<file path="src/rtl/seg7_scan_driver_if.sv">
// CPU-side store/read-back bus of the seven-segment display controller.
// The I/O decoder (master) forwards store strobes and data; the driver (slave) returns its registers.
interface seg7_scan_driver_if;
    logic        wr_value;
    logic        wr_ctrl;
    logic [31:0] wr_data;
    logic [31:0] value_q;
    logic [16:0] ctrl_q;

    modport master (output wr_value, wr_ctrl, wr_data, input value_q, ctrl_q);
    modport slave  (input wr_value, wr_ctrl, wr_data, output value_q, ctrl_q);
endinterface

</file>
<file path="src/rtl/seg7_scan_driver.sv">
// Eight-digit multiplexed seven-segment driver for a common-anode display.
// Holds a 32-bit hex value and a control word; all display pins are active-low and registered.
module seg7_scan_driver #(
    parameter int REFRESH_DIV = 100000,
    parameter int GHOST       = 4
) (
    input  logic                 clk,
    input  logic                 rst,
    seg7_scan_driver_if.slave    bus,
    output logic [7:0]           AN,
    output logic [6:0]           A2G,
    output logic                 DP
);

    localparam logic [19:0] CNT_LAST = 20'(REFRESH_DIV - 1);
    localparam logic [19:0] GHOST_C  = 20'(GHOST);

    logic [31:0] value_q, value_d;
    logic [16:0] ctrl_q, ctrl_d;
    logic [19:0] cnt_q, cnt_d;
    logic [2:0]  idx_q, idx_d;
    logic [7:0]  an_q, an_d;
    logic [6:0]  a2g_q, a2g_d;
    logic        dp_q, dp_d;

    logic [7:0]  dig_en;
    logic [7:0]  dp_en;
    logic [3:0]  nibble;
    logic [31:0] upper;
    logic        lz_blank;
    logic        blank;

    // Active-low abcdefg pattern, a in bit 6.
    function automatic logic [6:0] hex7(input logic [3:0] n);
        case (n)
            4'h0:    hex7 = 7'b0000001;
            4'h1:    hex7 = 7'b1001111;
            4'h2:    hex7 = 7'b0010010;
            4'h3:    hex7 = 7'b0000110;
            4'h4:    hex7 = 7'b1001100;
            4'h5:    hex7 = 7'b0100100;
            4'h6:    hex7 = 7'b0100000;
            4'h7:    hex7 = 7'b0001111;
            4'h8:    hex7 = 7'b0000000;
            4'h9:    hex7 = 7'b0000100;
            4'hA:    hex7 = 7'b0001000;
            4'hB:    hex7 = 7'b1100000;
            4'hC:    hex7 = 7'b0110001;
            4'hD:    hex7 = 7'b1000010;
            4'hE:    hex7 = 7'b0110000;
            default: hex7 = 7'b0111000;
        endcase
    endfunction

    always_comb begin
        value_d = bus.wr_value ? bus.wr_data : value_q;
        ctrl_d  = bus.wr_ctrl  ? bus.wr_data[16:0] : ctrl_q;

        cnt_d = cnt_q + 20'd1;
        idx_d = idx_q;
        if (cnt_q == CNT_LAST) begin
            cnt_d = '0;
            idx_d = idx_q + 3'd1;
        end

        dig_en = ctrl_q[7:0];
        dp_en  = ctrl_q[15:8];
        nibble = value_q[{idx_q, 2'b00} +: 4];
        // Digit idx is a leading zero when it and every nibble above it are zero.
        upper    = value_q >> {idx_q, 2'b00};
        lz_blank = ctrl_q[16] && (idx_q != 3'd0) && (upper == 32'd0);
        blank    = !dig_en[idx_q] || (cnt_q < GHOST_C) || lz_blank;

        an_d  = 8'hFF;
        a2g_d = 7'h7F;
        dp_d  = 1'b1;
        if (!blank) begin
            an_d  = ~(8'b1 << idx_q);
            a2g_d = hex7(nibble);
            dp_d  = ~dp_en[idx_q];
        end
    end

    always_ff @(posedge clk or negedge rst) begin
        if (!rst) begin
            value_q <= '0;
            ctrl_q  <= 17'h000FF;
            cnt_q   <= '0;
            idx_q   <= '0;
            an_q    <= 8'hFF;
            a2g_q   <= 7'h7F;
            dp_q    <= 1'b1;
        end else begin
            value_q <= value_d;
            ctrl_q  <= ctrl_d;
            cnt_q   <= cnt_d;
            idx_q   <= idx_d;
            an_q    <= an_d;
            a2g_q   <= a2g_d;
            dp_q    <= dp_d;
        end
    end

    assign bus.value_q = value_q;
    assign bus.ctrl_q  = ctrl_q;
    assign AN  = an_q;
    assign A2G = a2g_q;
    assign DP  = dp_q;

endmodule

</file>
<file path="src/flat_wrapper.sv">
// flat-port wrapper written by rule: the top's interface ports become plain ports
module seg7_scan_driver_flat 
#(
    parameter int REFRESH_DIV = 100000,
    parameter int GHOST       = 4
)
  (clk, rst, AN, A2G, DP, bus_wr_value, bus_wr_ctrl, bus_wr_data, bus_value_q, bus_ctrl_q);
  seg7_scan_driver_if bus_i ();
  input  logic clk;
  input  logic rst;
  output logic [7:0] AN;
  output logic [6:0] A2G;
  output logic DP;
  input wire logic [$bits(bus_i.wr_value)-1:0] bus_wr_value;
  input wire logic [$bits(bus_i.wr_ctrl)-1:0] bus_wr_ctrl;
  input wire logic [$bits(bus_i.wr_data)-1:0] bus_wr_data;
  output wire logic [$bits(bus_i.value_q)-1:0] bus_value_q;
  output wire logic [$bits(bus_i.ctrl_q)-1:0] bus_ctrl_q;
  assign bus_i.wr_value = bus_wr_value;
  assign bus_i.wr_ctrl = bus_wr_ctrl;
  assign bus_i.wr_data = bus_wr_data;
  assign bus_value_q = bus_i.value_q;
  assign bus_ctrl_q = bus_i.ctrl_q;
  seg7_scan_driver #(.REFRESH_DIV(REFRESH_DIV), .GHOST(GHOST)) u_core (.clk(clk), .rst(rst), .bus(bus_i), .AN(AN), .A2G(A2G), .DP(DP));
endmodule
</file>
<file path="config.mk">
export PLATFORM = sky130hd
export DESIGN_NAME = seg7_scan_driver_flat
export DESIGN_NICKNAME = d
export VERILOG_FILES = /design/src/rtl/seg7_scan_driver_if.sv /design/src/rtl/seg7_scan_driver.sv /design/src/flat_wrapper.sv
export SDC_FILE = /design/constraint.sdc
export NUM_CORES = 1
export LEC_CHECK = 0
export ABC_AREA = 1
export CORE_UTILIZATION = 47
export DETAILED_ROUTE_END_ITERATION = 8
export PLACE_DENSITY = 0.75
export SLEW_MARGIN = 20
export SYNTH_ARGS = -nofsm -noshare
export SYNTH_HDL_FRONTEND = slang
export SYNTH_SLANG_ARGS = --single-unit
</file>
<file path="constraint.sdc">
create_clock -name clk -period 2.9 [get_ports clk]
set_clock_uncertainty 0.1 [all_clocks]
set_input_delay 0.435 -clock clk [delete_from_list [all_inputs] [get_ports clk]]
set_output_delay 0.435 -clock clk [all_outputs]
set_load 0.02 [all_outputs]
</file>
==> summary.md, run 1 <==
| Metric | Value |
|---|---|
| CP Class | reg -> reg |
| Clock transition at path regs | 90 ps |
| CP Max Fanout | 16 |
| Setup-failing EPs final | 0 |
| EDFF count, synth | 0 |
| Slew HR | 0.419 |
| Post-route ant nets | 0 |
| Startpoint Class | register |
| Final Slew Violations | 0 |
| Initial Util | 0.481 |
| Fin. Hold Viols | 0 |
| Top Ports | 101 |
| Final net count | 741 |
| CTS tree | built |
| Routed wl met2 | about 6000 µm |
| Synth Register Bits | 88 |
| DR pass1 iterations | 6 |
| Drt wl/cell | 14.8 µm |
| Antenna violations before repair | 0 |
| H-tree Lvls | 3 |
| GPL Wtd Cong | 0.922 |
| Routed wl met3 | between 500 and 600 µm |
| Final period utilization | 0.869 |
| IO Port Bufs | 100 |
| CP Data Required Time | 3100 ps |
| Syn Inst Count | 597 |
| CP Capture Type | register |
| Outcome | complete, no violations |
| Rows | 37 |
| Total negative slack | 0 ps |
| Met1 Wirelength | 5580 µm |
| Iter 0 DRT Violations | 264 |
| Detail Placement HPWL | 9230 µm |
| Worst-Margin Slew | 872 ps |
| Vias in the first global route | around 4300 |
| Die area | ~11000 µm² |
| CTS Buffer Depth | 2 |
| Residual DRC | 0 |
| Die H | 105 µm |
| RSZ-0062 raised after global routing | false |
| VDD IR max | 301 µV |
| Synth async-reset ratio | 1.00 |
| Cell area after synthesis | 4940 µm² |
| Mapped Avg Cell Area | 8.27 µm² |
| Pre-CTS setup slack | 342 ps |
| Routed WL | around 12000 µm |
| GR Overflow Total | 0 |
| Final total power | between 0.002 and 0.003 W |
| N_diodes | 0 |
| Pin count of the biggest net entering global routing | 55 |
| Root Buffer | clkbuf_8 |
| Yosys warns | 0 |
| Vias per cell | 5.08 |
| Sequential fraction of the synthesis area | 0.452 |
| Yosys cell types | 39 |
| Max_cap viols | 0 |
| Max Clock Freq | 0.397 GHz |
| Most used DFF post-synth | dfrtp_1 |
| Pwr/cell area | about 460 nW/µm² |
| Min cycle time layout | 2520 ps |
| Die width | 105 µm |
| CP arrival | roughly 2700 ps |
| Syn_nets | 646 |
| First-pass GRT wire length | 20700 µm |
| Number of buffers created by CTS | 9 |
| Final hold slack | a little over 400 ps |
| Min-delay worst type | reg -> reg |
| CTS Sinks | slightly below 90 |
| CORE AREA | just over 10000 µm² |
| Total GRT Usage | 0.240 |
| Layout cells sized above 1 | 0.152 |
| DR vias | 4234 |
| Highest Signal Layer | met4 |
| Worst-Skew Late Latency | ~370 ps |
| Static Leakage | 3.00 nW |
| Area grow syn2layout | 24.9% |
| Final setup margin | around 380 ps |
[final cells by class]
class,instances,area [µm²]
multi-input cells,399,2180
flip-flops and latches,88,2230
repair buffers,109,1080
fillers,920,4110
well taps,136,170
inverters,85,327
clock buffers,12,155
clock inverters,4,27.5
[Yosys cell counts, types with 2 or more instances]
library cell,number,area (µm²)
nor2_4,2,22.5
xor2_1,7,61.3
buf_4,3,22.5
nand2_4,2,22.5
nor4_1,3,18.8
dfstp_2,24,631
o21ai_0,46,230
inv_1,82,308
buf_1,3,11.3
buf_8,3,45.0
ha_1,13,163
or2_2,2,12.5
a21oi_1,13,65.1
nand3_2,18,180
nor3_1,6,30.0
nand3_1,52,260
inv_2,2,7.51
clkbuf_1,8,30.0
nand2_1,164,616
mux2_2,19,214
nor2_1,27,101
dfrtp_1,64,1600
nand4_1,3,18.8
buf_6,6,67.6
o211ai_2,2,25.0
o21ai_1,5,25.0
nand2_2,6,37.5
[registers in the layout (all words and copies together) (netlist names)]
name / count
u_core.bus.value_q: 32
u_core.A2G: 7
u_core.cnt_q: 20
u_core.AN: 8
u_core.idx_q: 3
u_core.DP: 1
u_core.bus.ctrl_q: 17
[per-stage QoR]
stage	std cells	utilization	area, µm²
after floorplan	597	-	4940
after global placement	816	0.581	5970
after global routing	833	0.600	6170
final	833	0.600	6170
after detailed placement	816	0.581	5970
after CTS	833	0.600	6170
[cell families after synthesis]
group | synth area share
buf+inv | 0.107
simple gates | 0.271
mux | 0.0433
flops | 0.452
xor+xnor | 0.0142
compound gates | 0.0793
fa+ha+maj | 0.0329
[path summary, 6_finish.rpt]
path	slack (ps)	cells past startpoint	start	endpoint
max in group asynchronous	1460	3	rst	u_core.bus.ctrl_q[5]$_DFFE_PN1P_
setup / recovery	380	18	u_core.idx_q[0]$_DFFE_PN0N_	u_core.AN[7]$_DFF_PN1_
min in group asynchronous	530	2	rst	u_core.bus.value_q[24]$_DFFE_PN0P_
setup reg to reg	380	18	u_core.idx_q[0]$_DFFE_PN0N_	u_core.AN[7]$_DFF_PN1_
hold / removal	400	1	u_core.cnt_q[13]$_DFF_PN0_	u_core.cnt_q[13]$_DFF_PN0_
hold reg to reg	400	1	u_core.cnt_q[13]$_DFF_PN0_	u_core.cnt_q[13]$_DFF_PN0_
[what timing repair did]
| item | CTS | global route |
|---|---|---|
| resized for setup | 0 | 1 |
| endpoints found under the hold margin | 6 | 0 |
| endpoints found under the setup margin | 0 | 2 |
| hold buffers | 1 | 0 |
| buffers inserted | 0 | 0 |
[where the power goes]
part           internal, W  total [W]  switching [W]
logic             0.000277   0.000618       0.000342
clock network     0.000361   0.000805       0.000444
registers          0.00132    0.00139      0.0000644
total              0.00196    0.00281       0.000850
[critical path, cell delays in order, from the launching register on]
cell and delay, ps:
dfrtp_2 440, buf_4 220, nand2_1 80, nand2_1 90, nand2_1 60, nand3_1 80
nand2_1 160, inv_1 140, ha_1 180, nand2_1 60, nor2_1 110, o21ai_0 100
inv_1 60, nand2_1 40, inv_1 60, nand3_2 90, nor2_4 100, nand2_4 160
nand3_1 120
[placed cells by master (no fill, tap or decap), drive strengths merged, types with 2 or more instances in the layout]
cell / n
nand3: 70
clkbuf: 12
clkinv: 3
a21oi: 14
o21ai: 51
buf: 10
or2: 2
clkdlybuf4s50: 98
nor4: 3
nor2: 30
inv: 86
dfstp: 24
nand4: 3
dfrtp: 64
ha: 13
nand2: 172
nor3: 6
xor2: 7
o211ai: 3
mux2: 19
[layer usage]
metal	up-vias	track usage
met5	-	0
met4	0	0.0949
met3	20	0.0370
met2	121	0.398
met1	2011	0.314
li1	2082	-
No activity file was read; power rests on OpenSTA's default activity.
==> run 2: changes to the inputs <==
--- a/config.mk
+++ b/config.mk
@@ -6,9 +6,9 @@
 export NUM_CORES = 1
 export LEC_CHECK = 0
 export ABC_AREA = 1
-export CORE_UTILIZATION = 47
+export CORE_UTILIZATION = 52
 export DETAILED_ROUTE_END_ITERATION = 8
-export PLACE_DENSITY = 0.75
+export PLACE_DENSITY = 0.82
 export SLEW_MARGIN = 20
 export SYNTH_ARGS = -nofsm -noshare
 export SYNTH_HDL_FRONTEND = slang
==> constraint.sdc (replaced) <==
create_clock -name clk -period 2.9 [get_ports clk]
set_clock_uncertainty 0.1 [all_clocks]
set_input_delay 0.435 -clock clk [delete_from_list [all_inputs] [get_ports clk]]
set_output_delay 0.435 -clock clk [all_outputs]
set_load 0.005 [all_outputs]
==> run 2 against run 1 <==
The flow now finishes with violations (negative hold slack). Via count grew 2.5%. Hold slack got worse by 410 ps. Non-clock buffer count is the same. Cell count down 0.84%. Sequential share of layout area down 0.16 points. Routed wire length up 0.71%. Combinational power decreased by 15%. Clock power rose by 21%. Utilization rose by 7.0 points. Sequential power barely moved. Critical path type unchanged.
==> summary.md, run 2 (synthesis results as in run 1) <==
| Metric | Value |
|---|---|
| Slew HR | 0.423 (+0.00436) |
| Post-CTS Resized | 0 (unchanged) |
| Routed WL | 12400 µm (+0.71%) |
| Number of buffers created by CTS | 9 (unchanged) |
| GPL Wtd Cong | 0.907 (-1.7%) |
| Die area | 9890 µm² (-9.4%) |
| Most frequent cells in the layout | nand2_1, clkdlybuf4s50_1, inv_1, dfrtp_1, nand3_1 |
| CP startpoint | u_core.idx_q[0]$_DFFE_PN0N_ |
| Post-CTS setup buffer count | 0 (unchanged) |
| Startpoint Class | register |
| Largest regs | u_core.bus.value_q: 32 flops, u_core.cnt_q: 20 flops, u_core.bus.ctrl_q: 17 flops |
| VDD IR max | 313 µV (+4.2%) |
| Static Leakage | 3.02 nW (+0.50%) |
| Max Clock Freq | 0.394 GHz (-0.62%) |
| CP Class | reg -> reg |
| Max_cap viols | 0 (unchanged) |
| N_diodes | 0 (unchanged) |
| Worst path top cell family by delay | simple AND/OR/NAND/NOR gates |
| Setup-failing EPs final | 0 (unchanged) |
| First-pass GRT wire length | 21200 µm (+2.4%) |
| H-tree Lvls | 3 (unchanged) |
| CP Max Fanout | 16 (unchanged) |
| Design area | 6190 µm² (+0.39%) |
| Top Ports | 101 (unchanged) |
| Fin. Hold Viols | 6 (+6) |
| Placed instance area | 5960 µm² (-0.23%) |
| Final net count | 741 (unchanged) |
| Outcome | complete, but fails checks |
| Min-delay worst type | in -> async |
| Total negative slack | 0 ps (unchanged) |
| CP Data Required Time | 3090 ps (about the same) |
| Failing checks | negative hold slack |
| Worst-Skew Late Latency | 360 ps (about the same) |
| Pwr/cell area | 466 nW/µm² (+2.3%) |
| Final period utilization | 0.875 (+0.00543) |
| Final hold slack | -11.0 ps (-414 ps) |
| Largest register by flop count | u_core.bus.value_q |
| Post-route ant nets | 0 (unchanged) |
| Worst-path cell chain | buf_4, nand2_1, nand2_1, nand2_1, nand3_1, nand2_1, inv_1, ha_1, nand2_1, nor2_1, o21ai_0, inv_1, nand2_1, inv_1, nand3_2, nor2_4, nand2_4, nand3_1 |
| CP Capture Type | register |
| Total GRT Usage | 0.272 (+0.0325) |
| CP arrival | 2730 ps (about the same) |
| Worst path bufs/invs | 4 (unchanged) |
| Drt wl/cell | 15.0 µm (+1.6%) |
| Detail Placement HPWL | 8960 µm (-2.9%) |
| Root Buffer | clkbuf_8 |
| Largest register FFs | 32 (unchanged) |
| Worst-Margin Slew | 866 ps (-6.54 ps) |
| Antenna violations before repair | 0 (unchanged) |
| Layout cells sized above 1 | 0.154 (+0.00143) |
| Commonest non-fill, non-tap cell in the layout | nand2_1 |
| Reg-to-Reg Start | u_core.idx_q[0]$_DFFE_PN0N_ |
| Cts hold-fix bufs | 0 (-1) |
| Vias per cell | 5.25 (+3.4%) |
| Residual DRC | 0 (unchanged) |
| DR pass1 iterations | 5 (-1) |
| Iter 0 DRT Violations | 361 (+37%) |
| Top cell by count, worst path | nand2_1 |
| IO Port Bufs | 100 (unchanged) |
| Final Slew Violations | 0 (unchanged) |
| CORE AREA | 9240 µm² (-10%) |
| CTS Sinks | 88 (unchanged) |
| Final total power | 0.00289 W (+2.7%) |
| Die width | 99.5 µm (-4.8%) |
| Area grow syn2layout | 25.4% |
| RSZ-0062 raised after global routing | false |
| Slowest CP cell | dfrtp_1 |
| GR Overflow Total | 0 (unchanged) |
| Rows | 35 (-5.4%) |
| Clock transition at path regs | 90 ps (about the same) |
| CTS Buffer Depth | 2 (unchanged) |
| Pin count of the biggest net entering global routing | 82 (+49%) |
| Vias in the first global route | 4396 (+2.2%) |
| Min cycle time layout | 2540 ps (+15.7 ps) |
| CP max stage delay | 500 ps (+60 ps) |
| Initial Util | 0.534 (+0.0539) |
| CTS tree | built |
| DR vias | 4340 (+2.5%) |
| Die H | 99.5 µm (-4.8%) |
## run 2: cell count changes in the layout (fill, tap and decap cells not counted)
cell and delta:
dfrtp_2 -1, buf_4 +1, clkbuf_1 -1, clkinvlp_4 +1, dlygate4sd3_1 -1, bufinv_16 +2, buf_12 -1, dfrtp_1 +1
clkinv_2 -1, buf_6 +1, clkbuf_8 -1
## run 2: final timing paths
path / end / slack, ps / cells past startpoint
worst min register to register: u_core.cnt_q[13]$_DFF_PN0_ / 420 / 1
worst max-delay path: u_core.A2G[6]$_DFF_PN1_ / 360 / 18
worst max register to register: u_core.A2G[6]$_DFF_PN1_ / 360 / 18
min in group clk: u_core.cnt_q[13]$_DFF_PN0_ / 420 / 1
worst min-delay path: u_core.cnt_q[15]$_DFF_PN0_ / -10 / 1
max in group asynchronous: u_core.A2G[4]$_DFF_PN1_ / 2080 / 2
## run 2: area by class of cell
cell class / instances / area, µm²
clock inverter: 6 / 90.1
sequential: 88 / 2230
multi-input combinational: 399 / 2180
inverter: 85 / 327
clock buffer: 10 / 138
timing repair buffer: 109 / 1060
fill: 728 / 3050
tap: 129 / 161
## run 2: per-layer routing
metal	up-vias	global-route usage	share of wire	wire length, µm
li1	2075	-	-	-
met1	2076	0.366	0.44	5460
met2	168	0.449	0.49	6050
met3	21	0.0365	0.050	621
met4	0	0.110	0.020	252
met5	-	0	0	0
## run 2: power by group
group / total (W) / internal, W / switching [W] / leakage, nW
clock: 0.000971 / 0.000512 / 0.000459 / 0.113
sequential: 0.00139 / 0.00132 / 0.0000654 / 1.05
combinational: 0.000526 / 0.000273 / 0.000253 / 1.85
total: 0.00289 / 0.00211 / 0.000777 / 3.02
## run 2: per-stage QoR
stage          setup WS, ps  std cells  utilization  hold slack (ps)
2_1_floorplan           561        597            -             39.4
3_3_place_gp            497        810        0.645              384
3_5_place_dp            411        810        0.645              390
4_1_cts                 379        826        0.670              185
5_1_grt                16.7        826        0.670             63.8
6_report                363        826        0.670            -11.0
==> run 3: changes to the inputs <==
--- a/config.mk
+++ b/config.mk
@@ -9,7 +9,7 @@
 export CORE_UTILIZATION = 52
 export DETAILED_ROUTE_END_ITERATION = 8
 export PLACE_DENSITY = 0.82
-export SLEW_MARGIN = 20
+export SLEW_MARGIN = 10
 export SYNTH_ARGS = -nofsm -noshare
 export SYNTH_HDL_FRONTEND = slang
 export SYNTH_SLANG_ARGS = --single-unit
==> constraint.sdc (replaced) <==
create_clock -name clk -period 2.9 [get_ports clk]
set_clock_uncertainty 0.1 [all_clocks]
set_input_delay 0.435 -clock clk [delete_from_list [all_inputs] [get_ports clk]]
set_output_delay 0.435 -clock clk [all_outputs]
set_load 0.02 [all_outputs]
==> run 3 against run 2 <==
The run now ends clean. Sequential share of layout area is essentially flat. Routed wire length barely moved. Cell area about the same. Fmax hardly changed. Register-to-register slack is essentially flat. Via count stayed put. First-iteration DRC count stayed put. Non-clock buffer count unchanged. Largest cell class unchanged.
==> summary.md, run 3 (synthesis results as in run 1) <==
| Metric | Value |
|---|---|
| Outcome | complete, no violations |
| Area grow syn2layout | 25.3% (about the same) |
| Clock transition at path regs | 90 ps (about the same) |
| Commonest non-fill, non-tap cell in the layout | nand2_1 |
| CORE AREA | 9240 µm² (unchanged) |
| Max Clock Freq | 0.394 GHz (about the same) |
| Vias in the first global route | 4396 (unchanged) |
| Fin. Hold Viols | 0 (-6) |
| Min-delay worst type | in -> async |
| CP Capture Type | register |
| Die H | 99.5 µm (unchanged) |
| CP Data Required Time | 3090 ps (about the same) |
| Largest regs | u_core.bus.value_q: 32 flops, u_core.cnt_q: 20 flops, u_core.bus.ctrl_q: 17 flops |
| CTS Sinks | 88 (unchanged) |
| Final net count | 741 (unchanged) |
| Post-route ant nets | 0 (unchanged) |
| CTS Buffer Depth | 2 (unchanged) |
| DR vias | 4340 (unchanged) |
| Min cycle time layout | 2540 ps (+0.00700 ps) |
| Root Buffer | clkbuf_8 |
| CP Class | reg -> reg |
| Placed instance area | 5960 µm² (unchanged) |
| Slew HR | 0.303 (-0.120) |
| N_diodes | 0 (unchanged) |
| Die area | 9890 µm² (unchanged) |
| Final Slew Violations | 0 (unchanged) |
| Post-CTS Resized | 0 (unchanged) |
| Cts hold-fix bufs | 0 (unchanged) |
| Final period utilization | 0.875 (about the same) |
| Die width | 99.5 µm (unchanged) |
| Top cell by count, worst path | nand2_1 |
| H-tree Lvls | 3 (unchanged) |
| CP max stage delay | 500 ps (about the same) |
| Sw Ratio | 0.292 (+0.0228) |
| Worst-Skew Late Latency | 360 ps (about the same) |
| Total negative slack | 0 ps (unchanged) |
| CP startpoint | u_core.idx_q[0]$_DFFE_PN0N_ |
| First-pass GRT wire length | 21200 µm (unchanged) |
| Reg-to-Reg Start | u_core.idx_q[0]$_DFFE_PN0N_ |
| VDD IR max | 318 µV (+1.6%) |
| Share of the core filled with cells | 0.670 (about the same) |
| Switching power | 0.000871 W (+12%) |
| Most frequent cells in the layout | nand2_1, clkdlybuf4s50_1, inv_1, dfrtp_1, nand3_1 |
| Layout cells sized above 1 | 0.154 (unchanged) |
| GPL Wtd Cong | 0.907 (unchanged) |
| Number of buffers created by CTS | 9 (unchanged) |
| Sequential share of power | 0.466 (-0.015) |
| Worst-Margin Slew | 1050 ps (+181 ps) |
| Static Leakage | 3.02 nW (about the same) |
| Setup-failing EPs final | 0 (unchanged) |
| DR pass1 iterations | 5 (unchanged) |
| Fillcell total | 728 (unchanged) |
| Placed cell count | 810 (unchanged) |
| Rows | 35 (unchanged) |
| RSZ-0062 raised after global routing | false |
| Combinational share of power | 0.208 (+0.026) |
| Residual DRC | 0 (unchanged) |
| Antenna violations before repair | 0 (unchanged) |
| Total GRT Usage | 0.272 (unchanged) |
| CP Max Fanout | 16 (unchanged) |
| CP arrival | 2730 ps (about the same) |
| Top Ports | 101 (unchanged) |
| Largest register by flop count | u_core.bus.value_q |
| Design area | 6190 µm² (about the same) |
| GR Overflow Total | 0 (unchanged) |
| Iter 0 DRT Violations | 361 (unchanged) |
| Slowest CP cell | dfrtp_1 |
| Post-CTS setup buffer count | 0 (unchanged) |
| Startpoint Class | register |
| Clock power share | 0.326 (-0.010) |
| Finished Layout Cells | 826 (unchanged) |
| CTS tree | built |
| Final hold slack | 126 ps (+137 ps) |
| Detail Placement HPWL | 8960 µm (unchanged) |
| Drt wl/cell | 15.0 µm (about the same) |
| Pint | 0.00211 W (about the same) |
| Max_cap viols | 0 (unchanged) |
| IO Port Bufs | 100 (unchanged) |
| Pwr/cell area | 482 nW/µm² (+3.3%) |
| Initial Util | 0.534 (unchanged) |
| Pin count of the biggest net entering global routing | 82 (unchanged) |
| Routed WL | 12400 µm (about the same) |
| Worst-path cell chain | buf_4, nand2_1, nand2_1, nand2_1, nand3_1, nand2_1, inv_1, ha_1, nand2_1, nor2_1, o21ai_0, inv_1, nand2_1, inv_1, nand3_2, nor2_4, nand2_4, nand3_1 |
| Largest register FFs | 32 (unchanged) |
| Vias per cell | 5.25 (unchanged) |
[run 3: per-layer routing]
metal | up-vias | part of all wire | track usage
met5 | - | 0 | 0
met4 | 0 | 0.020 | 0.110
met3 | 20 | 0.052 | 0.0365
met2 | 161 | 0.49 | 0.449
met1 | 2084 | 0.44 | 0.366
li1 | 2075 | - | -
[run 3: worst paths after layout]
kind / slack, ps / end / cells past startpoint
worst max-delay path: 360 / u_core.A2G[6]$_DFF_PN1_ / 18
worst min register to register: 420 / u_core.cnt_q[13]$_DFF_PN0_ / 1
min in group clk: 420 / u_core.cnt_q[13]$_DFF_PN0_ / 1
worst max register to register: 360 / u_core.A2G[6]$_DFF_PN1_ / 18
worst min-delay path: 130 / u_core.cnt_q[15]$_DFF_PN0_ / 1
max in group asynchronous: 1840 / u_core.A2G[4]$_DFF_PN1_ / 2
[run 3: per-stage QoR]
step / setup slack [ps] / power (W)
floorplan: 553 / 0.00172
finish: 363 / 0.00298
CTS: 379 / 0.00300
global placement: 497 / 0.00202
global route: 16.7 / 0.00311
detailed placement: 411 / 0.00203
[run 3: worst max-delay path, delay by kind of cell, from the launching register on]
family          cells  cell delay (ps)
compound gates      1               80
fa+ha+maj           1              170
buf+inv             4              500
flops               1              500
simple gates       12             1120
[run 3: layout make-up]
class                   count  area [µm²]  share of cell area
well taps                 129         161              0.0261
flip-flops and latches     88        2230               0.361
clock buffers              10         138              0.0222
clock inverters             6        90.1              0.0146
repair buffers            109        1060               0.171
multi-input cells         399        2180               0.352
inverters                  85         327              0.0528
[run 3: power groups by stage]
stage	Clock [W]	Combinational, W	Sequential [W]
finish	0.000972	0.000620	0.00139
global placement	0	0.000605	0.00141
floorplan	0	0.000225	0.00150
detailed placement	0	0.000618	0.00141
CTS	0.000987	0.000622	0.00139
global route	0.00104	0.000675	0.00140
